### src/rtl/game_pkg.sv
// Shared types and constants for the puck-game flow controller.
package game_pkg;

    typedef enum logic [2:0] {
        IDLE,
        SERVE,
        PLAY,
        PAUSE,
        MISS,
        OVER
    } state_t;

    localparam int BCD_W = 4;
    localparam logic [15:0] SCORE_MAX = 16'h9999;
    localparam int SERVE_FRAMES_DEF = 60;
    localparam int MISS_FRAMES_DEF = 30;

    // Saturating 4-digit BCD increment.
    function automatic logic [15:0] bcd_inc(input logic [15:0] v);
        logic [15:0] r;
        logic carry;
        r = v;
        carry = 1'b1;
        if (v != SCORE_MAX) begin
            for (int i = 0; i < 4; i++) begin
                if (carry) begin
                    if (r[i*BCD_W +: BCD_W] == 4'd9) begin
                        r[i*BCD_W +: BCD_W] = 4'd0;
                    end else begin
                        r[i*BCD_W +: BCD_W] = r[i*BCD_W +: BCD_W] + 4'd1;
                        carry = 1'b0;
                    end
                end
            end
        end
        return r;
    endfunction

endpackage

### src/rtl/game_ctrl_btn_edge.sv
// Two-flop synchronizer followed by a rising-edge detector.
module btn_edge (
    input  logic clk,
    input  logic reset,
    input  logic btn,
    output logic rise
);

    logic [2:0] sh;

    always_ff @(posedge clk) begin
        if (!reset) sh <= '0;
        else        sh <= {sh[1:0], btn};
    end

    assign rise = sh[1] & ~sh[2];

endmodule

### src/rtl/game_ctrl.sv
// Game-flow controller: sequences serve/play/pause/miss/over and owns
// lives, BCD score and speed level.
module game_ctrl
    import game_pkg::*;
#(
    parameter int LIVES_INIT     = 3,
    parameter int SERVE_FRAMES   = SERVE_FRAMES_DEF,
    parameter int MISS_FRAMES    = MISS_FRAMES_DEF,
    parameter int HITS_PER_LEVEL = 4,
    parameter int MAX_LEVEL      = 7
) (
    input  logic        clk,
    input  logic        reset,
    input  logic        start_btn,
    input  logic        pause_btn,
    input  logic        refresh_tick,
    input  logic        paddle_hit,
    input  logic        ball_miss,
    output logic        ball_run,
    output logic        ball_reload,
    output logic [2:0]  speed_level,
    output logic [15:0] score_bcd,
    output logic [1:0]  lives,
    output logic        game_over,
    output logic        paused
);

    localparam logic [15:0] SERVE_LAST = 16'(SERVE_FRAMES - 1);
    localparam logic [15:0] MISS_LAST  = 16'(MISS_FRAMES - 1);
    localparam logic [7:0]  HIT_LAST   = 8'(HITS_PER_LEVEL - 1);
    localparam logic [2:0]  LVL_MAX    = 3'(MAX_LEVEL);
    localparam logic [1:0]  LIVES_LD   = 2'(LIVES_INIT);

    state_t      state, state_n;
    logic [15:0] frame_cnt, frame_n;
    logic [7:0]  hit_cnt, hit_n;
    logic [15:0] score_n;
    logic [1:0]  lives_n;
    logic [2:0]  speed_n;
    logic        reload_n;
    logic        start_edge, pause_edge;

    btn_edge u_start (
        .clk   (clk),
        .reset (reset),
        .btn   (start_btn),
        .rise  (start_edge)
    );

    btn_edge u_pause (
        .clk   (clk),
        .reset (reset),
        .btn   (pause_btn),
        .rise  (pause_edge)
    );

    always_ff @(posedge clk) begin
        if (!reset) begin
            state       <= IDLE;
            frame_cnt   <= '0;
            hit_cnt     <= '0;
            score_bcd   <= '0;
            lives       <= '0;
            speed_level <= '0;
            ball_reload <= 1'b0;
            ball_run    <= 1'b0;
            game_over   <= 1'b0;
            paused      <= 1'b0;
        end else begin
            state       <= state_n;
            frame_cnt   <= frame_n;
            hit_cnt     <= hit_n;
            score_bcd   <= score_n;
            lives       <= lives_n;
            speed_level <= speed_n;
            ball_reload <= reload_n;
            ball_run    <= (state_n == PLAY);
            game_over   <= (state_n == OVER);
            paused      <= (state_n == PAUSE);
        end
    end

    always_comb begin
        state_n  = state;
        frame_n  = frame_cnt;
        hit_n    = hit_cnt;
        score_n  = score_bcd;
        lives_n  = lives;
        speed_n  = speed_level;
        reload_n = 1'b0;
        unique case (state)
            IDLE, OVER: begin
                if (start_edge) begin
                    lives_n  = LIVES_LD;
                    score_n  = '0;
                    speed_n  = '0;
                    hit_n    = '0;
                    frame_n  = '0;
                    reload_n = 1'b1;
                    state_n  = SERVE;
                end
            end
            SERVE: begin
                if (refresh_tick) begin
                    if (frame_cnt == SERVE_LAST) begin
                        frame_n = '0;
                        state_n = PLAY;
                    end else begin
                        frame_n = frame_cnt + 16'd1;
                    end
                end
            end
            PLAY: begin
                // A miss wins over both a same-cycle hit and a pause.
                if (ball_miss) begin
                    lives_n = (lives != 2'd0) ? lives - 2'd1 : 2'd0;
                    frame_n = '0;
                    state_n = MISS;
                end else begin
                    if (paddle_hit) begin
                        score_n = bcd_inc(score_bcd);
                        if (hit_cnt == HIT_LAST) begin
                            hit_n = '0;
                            if (speed_level != LVL_MAX)
                                speed_n = speed_level + 3'd1;
                        end else begin
                            hit_n = hit_cnt + 8'd1;
                        end
                    end
                    if (pause_edge) state_n = PAUSE;
                end
            end
            PAUSE: begin
                if (pause_edge) state_n = PLAY;
            end
            MISS: begin
                if (refresh_tick) begin
                    if (frame_cnt == MISS_LAST) begin
                        frame_n = '0;
                        if (lives == 2'd0) begin
                            state_n = OVER;
                        end else begin
                            speed_n  = '0;
                            hit_n    = '0;
                            reload_n = 1'b1;
                            state_n  = SERVE;
                        end
                    end else begin
                        frame_n = frame_cnt + 16'd1;
                    end
                end
            end
            default: state_n = IDLE;
        endcase
    end

endmodule

### config.mk
export PLATFORM = sky130hd
export DESIGN_NAME = game_ctrl
export DESIGN_NICKNAME = d
export VERILOG_FILES = /design/src/rtl/game_pkg.sv /design/src/rtl/game_ctrl_btn_edge.sv /design/src/rtl/game_ctrl.sv
export SDC_FILE = /design/constraint.sdc
export NUM_CORES = 1
export LEC_CHECK = 0
export CORE_MARGIN = 5
export CORE_UTILIZATION = 35
export CTS_BUF_LIST = sky130_fd_sc_hd__clkbuf_4 sky130_fd_sc_hd__clkbuf_8
export CTS_CLUSTER_DIAMETER = 60
export DETAILED_ROUTE_END_ITERATION = 6
export GPL_TIMING_DRIVEN = 0
export PLACE_DENSITY_LB_ADDON = 0.05
export REMOVE_ABC_BUFFERS = 1
export SETUP_SLACK_MARGIN = 0.2
export SLEW_MARGIN = 20
export SYNTH_ARGS = -nofsm -noshare
export SYNTH_HDL_FRONTEND = slang
export SYNTH_HIERARCHICAL = 1
export SYNTH_SLANG_ARGS = --single-unit
export TNS_END_PERCENT = 30
### constraint.sdc
create_clock -name clk -period 1.9 [get_ports clk]
set_clock_uncertainty 0.2 [all_clocks]
set_input_delay 0.19 -clock clk [delete_from_list [all_inputs] [get_ports clk]]
set_output_delay 0.19 -clock clk [all_outputs]
set_load 0.05 [all_outputs]
==> results.md, run 1 <==
* Number of enable flip-flop cells after synthesis at 0
* Synthesized area at 3109 um2
* Worst path bufs/invs at 3
* CP dominant cell by count: buf_4
* # hold bufs at CTS at 0
* Synth-to-Final Area Change at 34.21%
* Input/output buffers at 31
* Post-synthesis area per instance at 8.685 um2
* DRC at 0
* Final Max Slew Viols at 0
* Min-delay worst type: primary input to flip-flop
* Antenna violations before repair at 0
* Register area share after synthesis at 37.34%
* 1st-pass router iterations at 4
* Yosys reg bits at 58
* Total grt overflow at 0
* CP max FO at 6
* FFs w/ async S/R, synth at 0%
* Leak Pwr at 1.616 nW
* First-pass GRT wire length at 12940 um
* Final Cell Area at 4173 um2
* Failing checks: negative setup slack
* Total power at 2.618 mW
* CTS tree: done
* Largest net degree at the start of global routing at 28
* WP data arrival at 2.13 ns
* First DRT Iteration DRCs at 72
* Most common cell after layout, fill and taps aside: dfxtp_1
* Outcome: complete, but fails checks
* Cell Rows at 34
* RSZ-0062 raised after global routing: yes
* Setup violators final at 27
* Final wirelength at 7741 um
* Post-DP HPWL at 4772 um
* I/O pin cnt at 32
* Period utilisation layout at 109.9%
* Clk sinks at 58
* Max Buffers Root-to-Sink at 2
* Clk_lat worst skew at 0.33 ns
* Routed Antenna Nets at 0
* Critical path start-end classification: flip-flop to flip-flop
* Share of post-route cells with drive strength above 1 at 29.06%
* Critical path's top delay family: simple AND/OR/NAND/NOR gates
* Post-DP Area at 3470 um2
* GP Congestion at 0.7426
* CTS Buf Count at 9
* Die Y at 104.3 um
* Number of global-route vias before repair at 2682
* Die X at 104.3 um
* Netlist cell types at 56
* Fin Setup TNS at -2.635 ns
* Maximum vdd drop at 0.3709 mV
* Core area at 8678 um2
* Power Dens Cells at 627.4 nW/um2
* Most frequent cells in the layout: dfxtp_1, nand2_1, nor2_1
* Crit-path cells: inv_2 > ha_4 > nand3b_1 > buf_4 > a211oi_2 > o21ai_2 > buf_4 > or3_1 > a21oi_1
* Worst-Margin Slew at 0.6764 ns
* Fin nets at 428
* CP Launch Type: flip-flop
* Starting density of the core at 35.83%
* CTS clk-pin slew, worst paths at 0.07 ns
* Critical Path Max Stage Delay at 0.34 ns
* H-tree levels at 3
* Final Hold Fails at 0
* Critical Path RT at 1.95 ns
* Clock Tree Root: clkbuf_8
* Cells after synthesis at 358
* Final Critical Period at 2.089 ns
* Worst path slowest cell: or3_1
* Placement Setup Slack at -1.142 ns
* Relative slew slack at 54.86%
* Vias post-DR at 2790
* Synth Flop Type: dfxtp_1
* Die area at 10870 um2
* WL per Instance at 14.86 um
* Worst Setup End Kind: flip-flop
* Synthesis Warnings at 6
* Gr usage total at 14.19%
* FMAX at 478.7 MHz
* Fillers at 848
* PnR worst setup slack at -0.1890 ns
* Vias per cell at 5.355
* Antenna Cells at 0
* Maxcap violations at 0
## cells in the mapped netlist, types with 2 or more instances
master     count  share of area (%)
dfxtp_1       58                 37
nor2_1        33                4.0
nand2_1       29                3.5
a21oi_1       23                3.7
xor2_1        15                4.2
ha_1          13                5.2
o21ai_0       13                2.1
and3_1        12                2.4
inv_1         11                1.3
nand3_1       11                1.8
or3_1         10                2.0
nand2b_1       9                1.8
o211ai_1       8                1.9
and2_1         7                1.4
clkbuf_1       7               0.85
mux2i_1        7                2.3
and3b_1        6                1.7
o2111ai_1      6                1.7
buf_4          5                1.2
nor4_1         5                1.0
or4_1          5                1.2
a31oi_1        4               0.80
nor2b_1        4               0.80
o22ai_1        4               0.80
or2_2          4               0.80
a211oi_1       3               0.72
and4_1         3               0.85
nand3b_1       3               0.72
nand4_1        3               0.60
nor3_1         3               0.48
xnor2_1        3               0.85
buf_2          2               0.32
nand4b_1       2               0.56
nor2b_4        2               0.89
nor4bb_1       2               0.64
o21ai_1        2               0.32
o32ai_1        2               0.56
## state kept, by name, summed over array words and instances (netlist names), 2 cells and up
name / count
speed_level: 3
lives: 2
state: 3
frame_cnt: 16
hit_cnt: 8
score_bcd: 16
u_pause/sh: 3
u_start/sh: 3
## metal layers
layer / wire (um) / share of wire, % / GRT usage, %
met2: 3795 / 49 / 23.95
met4: 99 / 1.3 / 3.793
met5: 0 / 0 / 0
met1: 3571 / 46 / 17.52
met3: 274 / 3.5 / 4.283
## worst register-to-register path, stage by stage (launching register included)
cell and delay [ns]:
dfxtp_2 0.33, inv_2 0.06, ha_4 0.11, nand3b_1 0.17, buf_4 0.20, a211oi_2 0.21, o21ai_2 0.12, buf_4 0.16
or3_1 0.34, a21oi_1 0.12
## cells by family after synthesis
logic type / count (synthesis) / share of synthesized area, %
buffers and inverters: 26 / 4.065
xor gates and xnor gates: 18 / 5.071
adders and majority gates: 13 / 5.232
and+or+nand+nor: 158 / 28.69
DFF: 58 / 37.34
muxes: 7 / 2.254
AOI/OAI and AO/OA: 78 / 17.34
## where the power goes
| part | internal, mW | switching [mW] | leakage (nW) |
|---|---|---|---|
| combinational | 0.103 | 0.130 | 1.03 |
| sequential | 1.22 | 0.0167 | 0.479 |
| clock | 0.661 | 0.486 | 0.105 |
## worst paths after layout
path | start | end | slack, ns | cells after the start
worst max-delay path | score_bcd[1] | score_bcd[9] | -0.19 | 9
worst min-delay path | start_btn | u_start/sh[0] | 0.23 | 2
worst max register to register | score_bcd[1] | score_bcd[9] | -0.19 | 9
worst min register to register | u_pause/sh[0] | u_pause/sh[1] | 0.24 | 1
## stage by stage
step	util, %	hold slack, ns	std cells
after floorplan	-	0.1117	343
after global placement	39.98	0.2150	482
after detailed placement	39.98	0.2232	482
after CTS	46.41	0.2136	518
after global routing	48.08	0.2156	521
final	48.08	0.2298	521
## layout make-up
cell class	count	area (um2)	share of cell area [%]
flip-flops and latches	58	1202	28.82
repair buffers	54	478.0	11.45
clock inverters	3	40.04	0.9595
clock buffers	13	153.9	3.688
multi-input cells	274	2122	50.85
inverters	11	41.29	0.9895
well taps	108	135.1	3.238
## timing repair
action	CTS	global route
gates cloned	1	0
setup endpoints to repair	77	65
buffers inserted	19	3
pin swaps	25	19
gates resized for setup	88	54
(Power assumes the default switching activity.)
==> inputs of run 2 (changes only) <==
--- a/config.mk
+++ b/config.mk
@@ -6,7 +6,7 @@
 export NUM_CORES = 1
 export LEC_CHECK = 0
 export CORE_MARGIN = 5
-export CORE_UTILIZATION = 35
+export CORE_UTILIZATION = 53
 export CTS_BUF_LIST = sky130_fd_sc_hd__clkbuf_4 sky130_fd_sc_hd__clkbuf_8
 export CTS_CLUSTER_DIAMETER = 60
 export DETAILED_ROUTE_END_ITERATION = 6
==> run 2 against run 1 <==
  * The run still ends with negative setup slack left
  * Global-route usage rose by 8.3 points
  * Clock-buffer cell count rose by 1
  * Design area rose by 6.9%
  * Critical path depth fell by 3
  * Clock power fell by 5%
  * Cell count fell by 0.96%
  * First-iteration DRC count rose by 140%
  * Power fell by 1.8%
  * Register-to-register slack got worse by 0.06 ns
==> results.md, run 2 (synthesized netlist as in run 1, its figures left out) <==
* Post-DP Area at 3425 um2
* DRC at 0
* Final Critical Period at 2.151 ns
* Number of global-route vias before repair at 2867
* Die area at 7498 um2
* Logic pwr share at 9.6%
* First-pass GRT wire length at 13340 um
* Clock Tree Root: clkbuf_8
* Max Buffers Root-to-Sink at 2
* Core area at 5608 um2
* Clk_lat worst skew at 0.34 ns
* FMAX at 464.9 MHz
* Placement Setup Slack at -1.003 ns
* CTS clk-pin slew, worst paths at 0.07 ns
* Final Cell Area at 4459 um2
* Placed insts at 446
* Largest regs: frame_cnt (16), score_bcd (16), hit_cnt (8)
* Maximum vdd drop at 0.7382 mV
* Final Util at 79.52%
* GP Congestion at 0.7572
* Antenna violations before repair at 0
* Outcome: complete, but fails checks
* Share of post-route cells with drive strength above 1 at 39.19%
* Min-delay worst type: primary input to flip-flop
* Clock share of power at 42.3%
* CP max FO at 6
* 1st-pass router iterations at 5
* Fin Setup TNS at -2.633 ns
* CTS tree: done
* Antenna Cells at 0
* Critical R2R Capture: score_bcd[12]
* Synth-to-Final Area Change at 43.42%
* Total grt overflow at 0
* Switch share at 24.71%
* WP data arrival at 2.21 ns
* I/O pin cnt at 32
* Fillers at 364
* Failing checks: negative setup slack
* Worst hold margin at 0.2088 ns
* Worst-Margin Slew at 0.7891 ns
* Cell Rows at 27
* Worst setup endpoint: score_bcd[12]
* Gr usage total at 22.46%
* Net Switching at 0.6355 mW
* H-tree levels at 3
* Reg2reg start: score_bcd[12]
* Setup violators final at 28
* Die X at 86.59 um
* Post-DP HPWL at 4464 um
* Fin nets at 459
* Clk sinks at 58
* RSZ-0062 raised after global routing: yes
* Period utilisation layout at 113.2%
* PnR worst setup slack at -0.2510 ns
* Worst Setup End Kind: flip-flop
* Input/output buffers at 31
* First DRT Iteration DRCs at 173
* Final Max Slew Viols at 0
* WL per Instance at 16.57 um
* Largest net degree at the start of global routing at 28
* Final Hold Fails at 0
* Final wirelength at 8551 um
* Total power at 2.572 mW
* Leak Pwr at 1.775 nW
* Critical Path RT at 1.96 ns
* Seq pwr share at 48.1%
* Routed Antenna Nets at 0
* Vias post-DR at 3021
* Die Y at 86.59 um
* CP Launch Type: flip-flop
* Starting density of the core at 55.44%
* Setup slack, reg-to-reg at -0.25 ns
* Worst setup path startpoint: score_bcd[12]
* Most common cell after layout, fill and taps aside: buf_4
* Power Dens Cells at 576.8 nW/um2
* Post-Layout Cell Count at 516
* R2R depth at 6
* Maxcap violations at 0
* Most frequent cells in the layout: buf_4, dfxtp_1, nand2_1
* Relative slew slack at 47.34%
* Critical path start-end classification: flip-flop to flip-flop
* CTS Buf Count at 9
* P_int at 1.937 mW
* Vias per cell at 5.855
run 2: cell types whose count changed in the layout (fill, tap and decap cells not counted), moves of 5 or more:
| cell | previous run | this run |
|---|---|---|
| buf_4 | 18 | 43 |
| a21oi_1 | 20 | 14 |
| a21oi_2 | 4 | 9 |
| buf_6 | 3 | 8 |
| dfxtp_1 | 43 | 38 |
| nor2_4 | 10 | 5 |
run 2: area by class of cell:
cell class              instances  area [um2]  share of cell area [%]
multi-input cells             274        2216                   49.69
flip-flops and latches         58        1214                   27.22
repair buffers                 85       708.2                   15.88
clock buffers                  14       180.2                   4.040
well taps                      72       90.09                   2.020
inverters                      11       41.29                  0.9259
clock inverters                 2       10.01                  0.2245
run 2: power groups by stage:
stage / Clock (mW) / Combinational, mW / Sequential, mW
floorplan: 0 / 0.0837 / 1.29
global placement: 0 / 0.153 / 1.27
detailed placement: 0 / 0.154 / 1.27
CTS: 1.11 / 0.207 / 1.24
global route: 1.18 / 0.263 / 1.24
finish: 1.09 / 0.246 / 1.24
run 2: layer usage:
| metal | part of all wire [%] | wire, um | global-route usage (%) |
|---|---|---|---|
| met5 | 0 | 0 | 0 |
| met4 | 0.97 | 83 | 8.215 |
| met3 | 5.4 | 459 | 5.894 |
| met2 | 52 | 4426 | 37.76 |
| met1 | 42 | 3582 | 27.53 |
run 2: worst min-delay path by stage:
stage               depth (start not counted)           from  slack (ns)             to
CTS                                         2      start_btn        0.20  u_start/sh[0]
floorplan                                   1      pause_btn        0.11  u_pause/sh[0]
global placement                            1  u_start/sh[0]        0.22  u_start/sh[1]
detailed placement                          1  u_pause/sh[0]        0.23  u_pause/sh[1]
global route                                2      start_btn        0.21  u_start/sh[0]
finish                                      2      start_btn        0.21  u_start/sh[0]
run 2: critical path, stage by stage, from the launching register on:
cell and delay, ns:
dfxtp_4 0.36, ha_2 0.17, and3b_2 0.24, o41ai_4 0.36
nand2_2 0.14, or4_1 0.45, a21oi_1 0.14
run 2: repair_timing:
item | in CTS | in global routing
gates resized for setup | 139 | 44
setup endpoints to repair | 77 | 60
cloned | 0 | 1
setup buffers | 35 | 18
pin swaps | 43 | 24
hold buffers | 0 | 0
